[src/rtl/bank_burst_ctrl_pkg.sv]
// Shared types and helpers for the bank burst sequencer.
//   state_t   : sequencer FSM state (IDLE, BURST)
//   wrap_addr : address of beat k of a burst that wraps inside its
//               aligned BL-word block (DDR column wrap)
package ddr_burst_pkg;

  typedef enum logic {
    IDLE  = 1'b0,
    BURST = 1'b1
  } state_t;

  // Upper bits of base are kept; the low log2(bl) bits count modulo bl,
  // so a burst never leaves its aligned block. bl must be a power of two.
  function automatic int unsigned wrap_addr(input int unsigned base,
                                            input int unsigned k,
                                            input int unsigned bl);
    return (base & ~(bl - 1)) | ((base + k) & (bl - 1));
  endfunction

endpackage

[src/rtl/bank_burst_ctrl_if.sv]
// Bus bundle between the burst sequencer and its environment.
//   Command side : cmd_valid/cmd_ready/cmd_wr/cmd_addr, write beats on wdata
//   Read return  : rdata/rdata_valid, busy status
//   SRAM side    : sram_addr/sram_rd_o_wr/sram_wdata out, sram_rdata in
// Modports:
//   slave  - the sequencer (bank_burst_ctrl)
//   master - the environment (command FSM plus the bank SRAM)
//
// Handshake: a command transfers on a rising edge where cmd_valid and
// cmd_ready are both 1. cmd_valid seen while cmd_ready is 0 is ignored and
// not remembered; the source may drop or change it freely. rdata_valid has
// no back-pressure: the consumer must take every beat when it is presented.
interface bank_burst_ctrl_if #(
  parameter int WIDTH = 8,
  parameter int DEPTH = 2048
);
  localparam int AW = $clog2(DEPTH);

  logic             cmd_valid;
  logic             cmd_ready;
  logic             cmd_wr;
  logic [AW-1:0]    cmd_addr;
  logic [WIDTH-1:0] wdata;
  logic [WIDTH-1:0] rdata;
  logic             rdata_valid;
  logic             busy;
  logic [AW-1:0]    sram_addr;
  logic             sram_rd_o_wr;
  logic [WIDTH-1:0] sram_wdata;
  logic [WIDTH-1:0] sram_rdata;

  modport slave (
    input  cmd_valid, cmd_wr, cmd_addr, wdata, sram_rdata,
    output cmd_ready, rdata, rdata_valid, busy,
           sram_addr, sram_rd_o_wr, sram_wdata
  );

  modport master (
    output cmd_valid, cmd_wr, cmd_addr, wdata, sram_rdata,
    input  cmd_ready, rdata, rdata_valid, busy,
           sram_addr, sram_rd_o_wr, sram_wdata
  );
endinterface

[src/rtl/bank_burst_ctrl_delay_line.sv]
// Fixed-length register delay line.
//   clk, rst : clock, synchronous active-high reset (clears every stage)
//   i_d      : input word
//   o_q      : i_d delayed by STAGES cycles; STAGES=0 is a wire
module delay_line #(
  parameter int WIDTH  = 8,
  parameter int STAGES = 1
) (
  input  logic             clk,
  input  logic             rst,
  input  logic [WIDTH-1:0] i_d,
  output logic [WIDTH-1:0] o_q
);

  generate
    if (STAGES == 0) begin : g_pass
      // Clock and reset are not needed for a pass-through.
      logic w_unused;
      assign w_unused = clk ^ rst;
      assign o_q      = i_d;
    end else begin : g_pipe
      logic [WIDTH-1:0] r_pipe [STAGES];

      always_ff @(posedge clk) begin
        if (rst) begin
          for (int i = 0; i < STAGES; i++) r_pipe[i] <= '0;
        end else begin
          r_pipe[0] <= i_d;
          for (int i = 1; i < STAGES; i++) r_pipe[i] <= r_pipe[i-1];
        end
      end

      assign o_q = r_pipe[STAGES-1];
    end
  endgenerate

endmodule

[src/rtl/bank_burst_ctrl.sv]
// Column-burst sequencer for one emulated DRAM bank.
// Each accepted command (read or write, start column) becomes BL consecutive
// accesses on the bank SRAM, wrapping inside the aligned BL block. Read data
// returns on rdata/rdata_valid CL cycles after the matching SRAM access.
//   clk, rst    : clock, synchronous active-high reset
//   bus (slave) : command, read-return and SRAM signals (bank_burst_ctrl_if)
//   o_dbg_state : current FSM state
module bank_burst_ctrl
  import ddr_burst_pkg::*;
#(
  parameter int WIDTH = 8,
  parameter int DEPTH = 2048,
  parameter int BL    = 8,
  parameter int CL    = 3
) (
  input  logic               clk,
  input  logic               rst,
  bank_burst_ctrl_if.slave   bus,
  output state_t             o_dbg_state
);

  localparam int AW = $clog2(DEPTH);
  localparam int KW = $clog2(BL);
  localparam int FW = $clog2(CL + 1);

  state_t           r_state;
  logic [KW-1:0]    r_k;          // index of the beat now on the SRAM port
  logic             r_wr;
  logic [AW-1:0]    r_base;
  logic [AW-1:0]    r_addr;
  logic             r_rd_o_wr;
  logic [WIDTH-1:0] r_wdata;
  logic             r_cmd_ready;
  logic             r_beat_rd;    // a read beat is on the SRAM port this cycle
  logic [FW-1:0]    r_flight;     // cycles until the last read tag leaves the pipe

  logic             w_accept;
  logic             w_last;
  logic [WIDTH-1:0] w_rdata;
  logic             w_rdata_valid;

  assign w_accept = bus.cmd_valid & r_cmd_ready;
  assign w_last   = (r_k == KW'(BL - 1));

  // Beat k is registered at the edge ending cycle T+k, so the SRAM sees it in
  // T+1+k and wdata beat k is sampled together with its address. cmd_ready is
  // registered one cycle ahead: it is 1 for the IDLE state and for the cycle
  // holding the last beat, which lets the next burst follow with no bubble.
  always_ff @(posedge clk) begin
    if (rst) begin
      r_state     <= IDLE;
      r_k         <= '0;
      r_wr        <= 1'b0;
      r_base      <= '0;
      r_addr      <= '0;
      r_rd_o_wr   <= 1'b0;
      r_wdata     <= '0;
      r_cmd_ready <= 1'b0;
      r_beat_rd   <= 1'b0;
      r_flight    <= '0;
    end else begin
      if (w_accept) begin
        r_state     <= BURST;
        r_k         <= '0;
        r_wr        <= bus.cmd_wr;
        r_base      <= bus.cmd_addr;
        r_addr      <= bus.cmd_addr;
        r_rd_o_wr   <= bus.cmd_wr;
        r_wdata     <= bus.wdata;
        r_beat_rd   <= ~bus.cmd_wr;
        r_cmd_ready <= 1'b0;
      end else if (r_state == BURST && !w_last) begin
        r_k         <= r_k + 1'b1;
        r_addr      <= AW'(wrap_addr(32'(r_base), 32'(r_k) + 32'd1, 32'(BL)));
        r_rd_o_wr   <= r_wr;
        r_wdata     <= bus.wdata;
        r_beat_rd   <= ~r_wr;
        r_cmd_ready <= (r_k == KW'(BL - 2));
      end else begin
        // Idle or burst finished without a follow-on: stop writing, keep the
        // address; the resulting idle SRAM reads are never tagged valid.
        r_state     <= IDLE;
        r_k         <= '0;
        r_rd_o_wr   <= 1'b0;
        r_beat_rd   <= 1'b0;
        r_cmd_ready <= 1'b1;
      end

      // Mirrors the valid delay line length so busy covers beats in flight.
      if (r_beat_rd)             r_flight <= FW'(CL);
      else if (r_flight != '0)   r_flight <= r_flight - 1'b1;
    end
  end

  // The SRAM adds one registered cycle, so data needs CL-1 more stages while
  // the tag, launched alongside the address, needs the full CL.
  delay_line #(.WIDTH(WIDTH), .STAGES(CL - 1)) u_rdata_dly (
    .clk (clk),
    .rst (rst),
    .i_d (bus.sram_rdata),
    .o_q (w_rdata)
  );

  delay_line #(.WIDTH(1), .STAGES(CL)) u_valid_dly (
    .clk (clk),
    .rst (rst),
    .i_d (r_beat_rd),
    .o_q (w_rdata_valid)
  );

  assign bus.cmd_ready    = r_cmd_ready;
  assign bus.sram_addr    = r_addr;
  assign bus.sram_rd_o_wr = r_rd_o_wr;
  assign bus.sram_wdata   = r_wdata;
  assign bus.rdata        = w_rdata;
  assign bus.rdata_valid  = w_rdata_valid;
  assign bus.busy         = (r_state == BURST) | (r_flight != '0);
  assign o_dbg_state      = r_state;

endmodule

[src/flat_wrapper.sv]
// flat-port wrapper written by rule: the top's interface ports become plain ports
module bank_burst_ctrl_flat import ddr_burst_pkg::*;
#(
  parameter int WIDTH = 8,
  parameter int DEPTH = 2048,
  parameter int BL    = 8,
  parameter int CL    = 3
)
  (clk, rst, o_dbg_state, bus_cmd_valid, bus_cmd_wr, bus_cmd_addr, bus_wdata, bus_sram_rdata, bus_cmd_ready, bus_rdata, bus_rdata_valid, bus_busy, bus_sram_addr, bus_sram_rd_o_wr, bus_sram_wdata);
  bank_burst_ctrl_if #(.WIDTH(WIDTH), .DEPTH(DEPTH)) bus_i ();
  input  logic clk;
  input  logic rst;
  output state_t o_dbg_state;
  input wire logic [$bits(bus_i.cmd_valid)-1:0] bus_cmd_valid;
  input wire logic [$bits(bus_i.cmd_wr)-1:0] bus_cmd_wr;
  input wire logic [$bits(bus_i.cmd_addr)-1:0] bus_cmd_addr;
  input wire logic [$bits(bus_i.wdata)-1:0] bus_wdata;
  input wire logic [$bits(bus_i.sram_rdata)-1:0] bus_sram_rdata;
  output wire logic [$bits(bus_i.cmd_ready)-1:0] bus_cmd_ready;
  output wire logic [$bits(bus_i.rdata)-1:0] bus_rdata;
  output wire logic [$bits(bus_i.rdata_valid)-1:0] bus_rdata_valid;
  output wire logic [$bits(bus_i.busy)-1:0] bus_busy;
  output wire logic [$bits(bus_i.sram_addr)-1:0] bus_sram_addr;
  output wire logic [$bits(bus_i.sram_rd_o_wr)-1:0] bus_sram_rd_o_wr;
  output wire logic [$bits(bus_i.sram_wdata)-1:0] bus_sram_wdata;
  assign bus_i.cmd_valid = bus_cmd_valid;
  assign bus_i.cmd_wr = bus_cmd_wr;
  assign bus_i.cmd_addr = bus_cmd_addr;
  assign bus_i.wdata = bus_wdata;
  assign bus_i.sram_rdata = bus_sram_rdata;
  assign bus_cmd_ready = bus_i.cmd_ready;
  assign bus_rdata = bus_i.rdata;
  assign bus_rdata_valid = bus_i.rdata_valid;
  assign bus_busy = bus_i.busy;
  assign bus_sram_addr = bus_i.sram_addr;
  assign bus_sram_rd_o_wr = bus_i.sram_rd_o_wr;
  assign bus_sram_wdata = bus_i.sram_wdata;
  bank_burst_ctrl #(.WIDTH(WIDTH), .DEPTH(DEPTH), .BL(BL), .CL(CL)) u_core (.clk(clk), .rst(rst), .bus(bus_i), .o_dbg_state(o_dbg_state));
endmodule
[config.mk]
export PLATFORM = sky130hd
export DESIGN_NAME = bank_burst_ctrl_flat
export DESIGN_NICKNAME = d
export VERILOG_FILES = /design/src/rtl/bank_burst_ctrl_pkg.sv /design/src/rtl/bank_burst_ctrl_if.sv /design/src/rtl/bank_burst_ctrl_delay_line.sv /design/src/rtl/bank_burst_ctrl.sv /design/src/flat_wrapper.sv
export SDC_FILE = /design/constraint.sdc
export NUM_CORES = 1
export LEC_CHECK = 0
export ABC_CLOCK_PERIOD_IN_PS = 2900
export CAP_MARGIN = 20
export CORE_ASPECT_RATIO = 0.7
export CORE_UTILIZATION = 40
export CTS_BUF_LIST = sky130_fd_sc_hd__clkbuf_8
export CTS_CLUSTER_SIZE = 14
export DETAILED_ROUTE_END_ITERATION = 8
export PLACE_DENSITY = 0.7
export SYNTH_ARGS = -nofsm -noshare
export SYNTH_HDL_FRONTEND = slang
export SYNTH_HIERARCHICAL = 1
export SYNTH_SLANG_ARGS = --single-unit
[constraint.sdc]
create_clock -name clk -period 2.9 [get_ports clk]
set_input_delay 0.58 -clock clk [delete_from_list [all_inputs] [get_ports clk]]
set_output_delay 0.58 -clock clk [all_outputs]
set_load 0.05 [all_outputs]
==> qor.csv <==
stage,metric,value,unit
sta,Fin Setup TNS,0,ps
grt,number of global-route vias before repair,1529,
floorplanning,die area,0.00572,mm²
route,drt first pass iters,4,
finish,Register Area,0.00118,mm²
setup_path,WP data required,2320,ps
route,DRC viols,0,
pwr,Pwr Density,751,mW/mm²
logic_synthesis,Post-synth ARST share,0,
min_path,Hold Path Origin,u_core/u_rdata_dly/g_pipe.r_pipe[0][6],
setup_path,Worst Path Arrival,1850,ps
place,GPL Wtd Cong,0.724,
clock_network,Sinks on Clock Net,59,
logic_synthesis,Post-Syn Area,0.00217,mm²
finish,most frequent cells in the layout,"clkdlybuf4s50_1, dfxtp_1, a21oi_1",
clock_network,CTS buffer count,9,
clock_network,CTS tree,built,
grt,largest net degree at the start of global routing,30,
min_path,hold crit path type,reg -> reg,
clock_network,hold-fix buffers at CTS,0,
setup_path,crit start category,register,
clock_network,Clock Path Buffers,2,
sta,Slew Limit Headroom,0.546,
sta,final hold viol count,0,
grt,global-route wire length before repair,7000,µm
logic_synthesis,Adder-Cell Fraction of Synth Area,0.0381,
finish,Nets,306,
logic_synthesis,"Seq/Total Area, Yosys",0.545,
route,Via Count,1646,
finish,"commonest non-fill, non-tap cell in the layout",clkdlybuf4s50_1,
logic_synthesis,number of flops mapped to enable cells by yosys,0,
sta,unrepaired setup endpoints after global routing,no,
finish,multi-input logic area,821,µm²
floorplanning,FP Rows,22,
sta,setup slack after layout,472,ps
setup_path,CP endpoint kind,output port,
grt,GR Util All Layers,0.159,
setup_path,Worst Setup EP,bus_busy,
logic_synthesis,syn_nets,250,
sta,Fmax,412,MHz
clock_network,number of H-tree levels,3,
logic_synthesis,Synth warnings,6,
clock_network,worst skew pair latency,340,ps
finish,fill count,476,
logic_synthesis,Yosys top cell by area,dfxtp_1,
sta,fin crit share,0.837,
logic_synthesis,mux cell area share after synthesis,0.0416,
route,ANT nets after route,0,
floorplanning,core area,0.00523,mm²
place,pre-CTS WS,614,ps
setup_path,crit-path cells,"inv_1, ha_1, nand2b_1, clkdlybuf4s50_1",
logic_synthesis,compound-cell area share of the yosys netlist,0.106,
pwr,worst vdd rail ir drop,0.461,mV
route,drt wl/cell,12.3,µm
logic_synthesis,Synth cell types,32,
setup_path,FF-to-FF setup slack,880,ps
route,vias per cell,4.76,
logic_synthesis,Mapped Cells,213,
place,number of port buffers,62,
setup_path,Slowest cell on crit path,clkdlybuf4s50_1,
logic_synthesis,Yosys top cell area share,0.545,
flow_run,max_cap viols,0,
setup_path,worst r2r src,u_core/r_k[1],
logic_synthesis,largest family of logic cells by synthesized area,simple AND/OR/NAND/NOR gates,
logic_synthesis,syn avg cell area,10.2,µm²
setup_path,Worst path max stage delay,790,ps
sta,minimum clock period,2430,ps
pwr,power after layout,2.26,mW
floorplanning,Die Ht,63.6,µm
floorplanning,io pins,63,
grt,initial antenna violation count,0,
status,outcome,completed,
finish,diode count,0,
clock_network,post-CTS sizing,0,
floorplanning,Starting Density,0.414,
place,hpwl dp,2810,µm
logic_synthesis,"FF+latch count, synth",59,
setup_path,Crit Path Max Fanout,3,
setup_path,Critical Path Source,u_core/r_flight[0],
sta,Finish-stage setup viols,0,
clock_network,buffer count from post-CTS setup fixing,0,
route,Routed Wire Length,4240,µm
sta,Layout Skew,3.56,ps
finish,area grow syn2layout,38.7,%
min_path,Worst Hold Path Cells,1,
pwr,leak pwr,1.17,nW
clock_network,"CTS clk-pin slew, worst paths",60,ps
logic_synthesis,ys flop type,dfxtp_1,
route,DR iter-0 viols,59,
setup_path,R2R cell count,5,
sta,Worst-Margin Slew,681,ps
finish,Finished Core Util,0.575,
clock_network,Root Driver,clkbuf_8,
logic_synthesis,Synth area leaders,"dfxtp_1, mux2i_1, a21oi_1, a211oi_1, buf_4",
grt,grt total ovfl,0,
sta,WHS,435,ps
setup_path,Crit Reg-Reg Endpoint,u_core/bus.sram_addr[3],
sta,Slew Limit Fails,0,
floorplanning,Die X,90.0,µm
logic_synthesis,Synth Area in Simple Gates,0.185,
logic_synthesis,xor/xnor share of the synthesized area,0.00808,
setup_path,Setup CP Type,reg -> out,
finish,layout cells sized above 1,0.128,
==> synth_stat cells (6+ instances only) <==
cell      number
nor2b_2        7
buf_4          9
o21ai_1        8
nand3_1       10
a211oi_1       9
nor3_1        10
nor2b_1        7
a21oi_1       17
clkbuf_1       7
nor2_1        13
dfxtp_1       59
and2b_2        6
mux2i_1        9
nand2_1        8
==> metal layers <==
metal / global-route usage / share of wire
met3: 0.0894 / 0.069
met2: 0.240 / 0.44
met1: 0.198 / 0.49
met5: 0 / 0
met4: 0.0363 / 0.0083
==> logic make-up (layout without fill, tap and decap cells) <==
family | count (synthesis) | count (layout)
XOR/XNOR | 2 | 2
adder cells (fa/ha/maj) | 6 | 6
multiplexers | 9 | 9
AND/OR/NAND/NOR | 71 | 71
AO/OA/AOI/OAI | 39 | 39
buffers and inverters | 27 | 88
flip-flops | 59 | 59
==> power by group <==
group	internal [mW]	switching, mW	leakage, nW
sequential	0.872	0.0282	0.485
combinational	0.188	0.267	0.554
clock	0.588	0.314	0.127
==> flip-flops by register name, indices dropped and copies added (netlist names), 2 cells and up <==
name	cells
u_core/r_flight	2
u_core/u_valid_dly/g_pipe.r_pipe	3
u_core/bus.sram_wdata	8
u_core/u_rdata_dly/g_pipe.r_pipe	16
u_core/r_k	3
u_core/r_base	11
u_core/bus.sram_addr	11
==> worst min-delay path by stage <==
stage	to	slack, ps
6_report	u_core/u_rdata_dly/g_pipe.r_pipe[0][14]	430
2_1_floorplan	u_core/u_rdata_dly/g_pipe.r_pipe[0][11]	410
3_5_place_dp	u_core/u_rdata_dly/g_pipe.r_pipe[0][14]	420
4_1_cts	u_core/u_rdata_dly/g_pipe.r_pipe[0][14]	440
5_1_grt	u_core/u_rdata_dly/g_pipe.r_pipe[0][14]	450
3_3_place_gp	u_core/u_rdata_dly/g_pipe.r_pipe[0][12]	420
==> through the flow <==
stage	std cells	cell area (µm²)
finish	346	3010
global route	346	3010
CTS	346	3010
detailed placement	330	2760
global placement	330	2760
floorplan	213	2170
==> final cells by class <==
class | count | area share
Clock buffer | 10 | 0.0458
Clock inverter | 6 | 0.0346
Inverter | 5 | 0.00624
Multi-Input combinational cell | 127 | 0.273
Sequential cell | 59 | 0.393
Tap cell | 72 | 0.0300
Timing Repair Buffer | 67 | 0.217
==> critical path: cells and delay by family, from the launching register on <==
family | cells | cell delay [ps]
DFF | 1 | 350
and+or+nand+nor | 1 | 80
adders and majority gates | 1 | 240
buffers and inverters | 2 | 840
No activity file was read; power rests on OpenSTA's default activity.
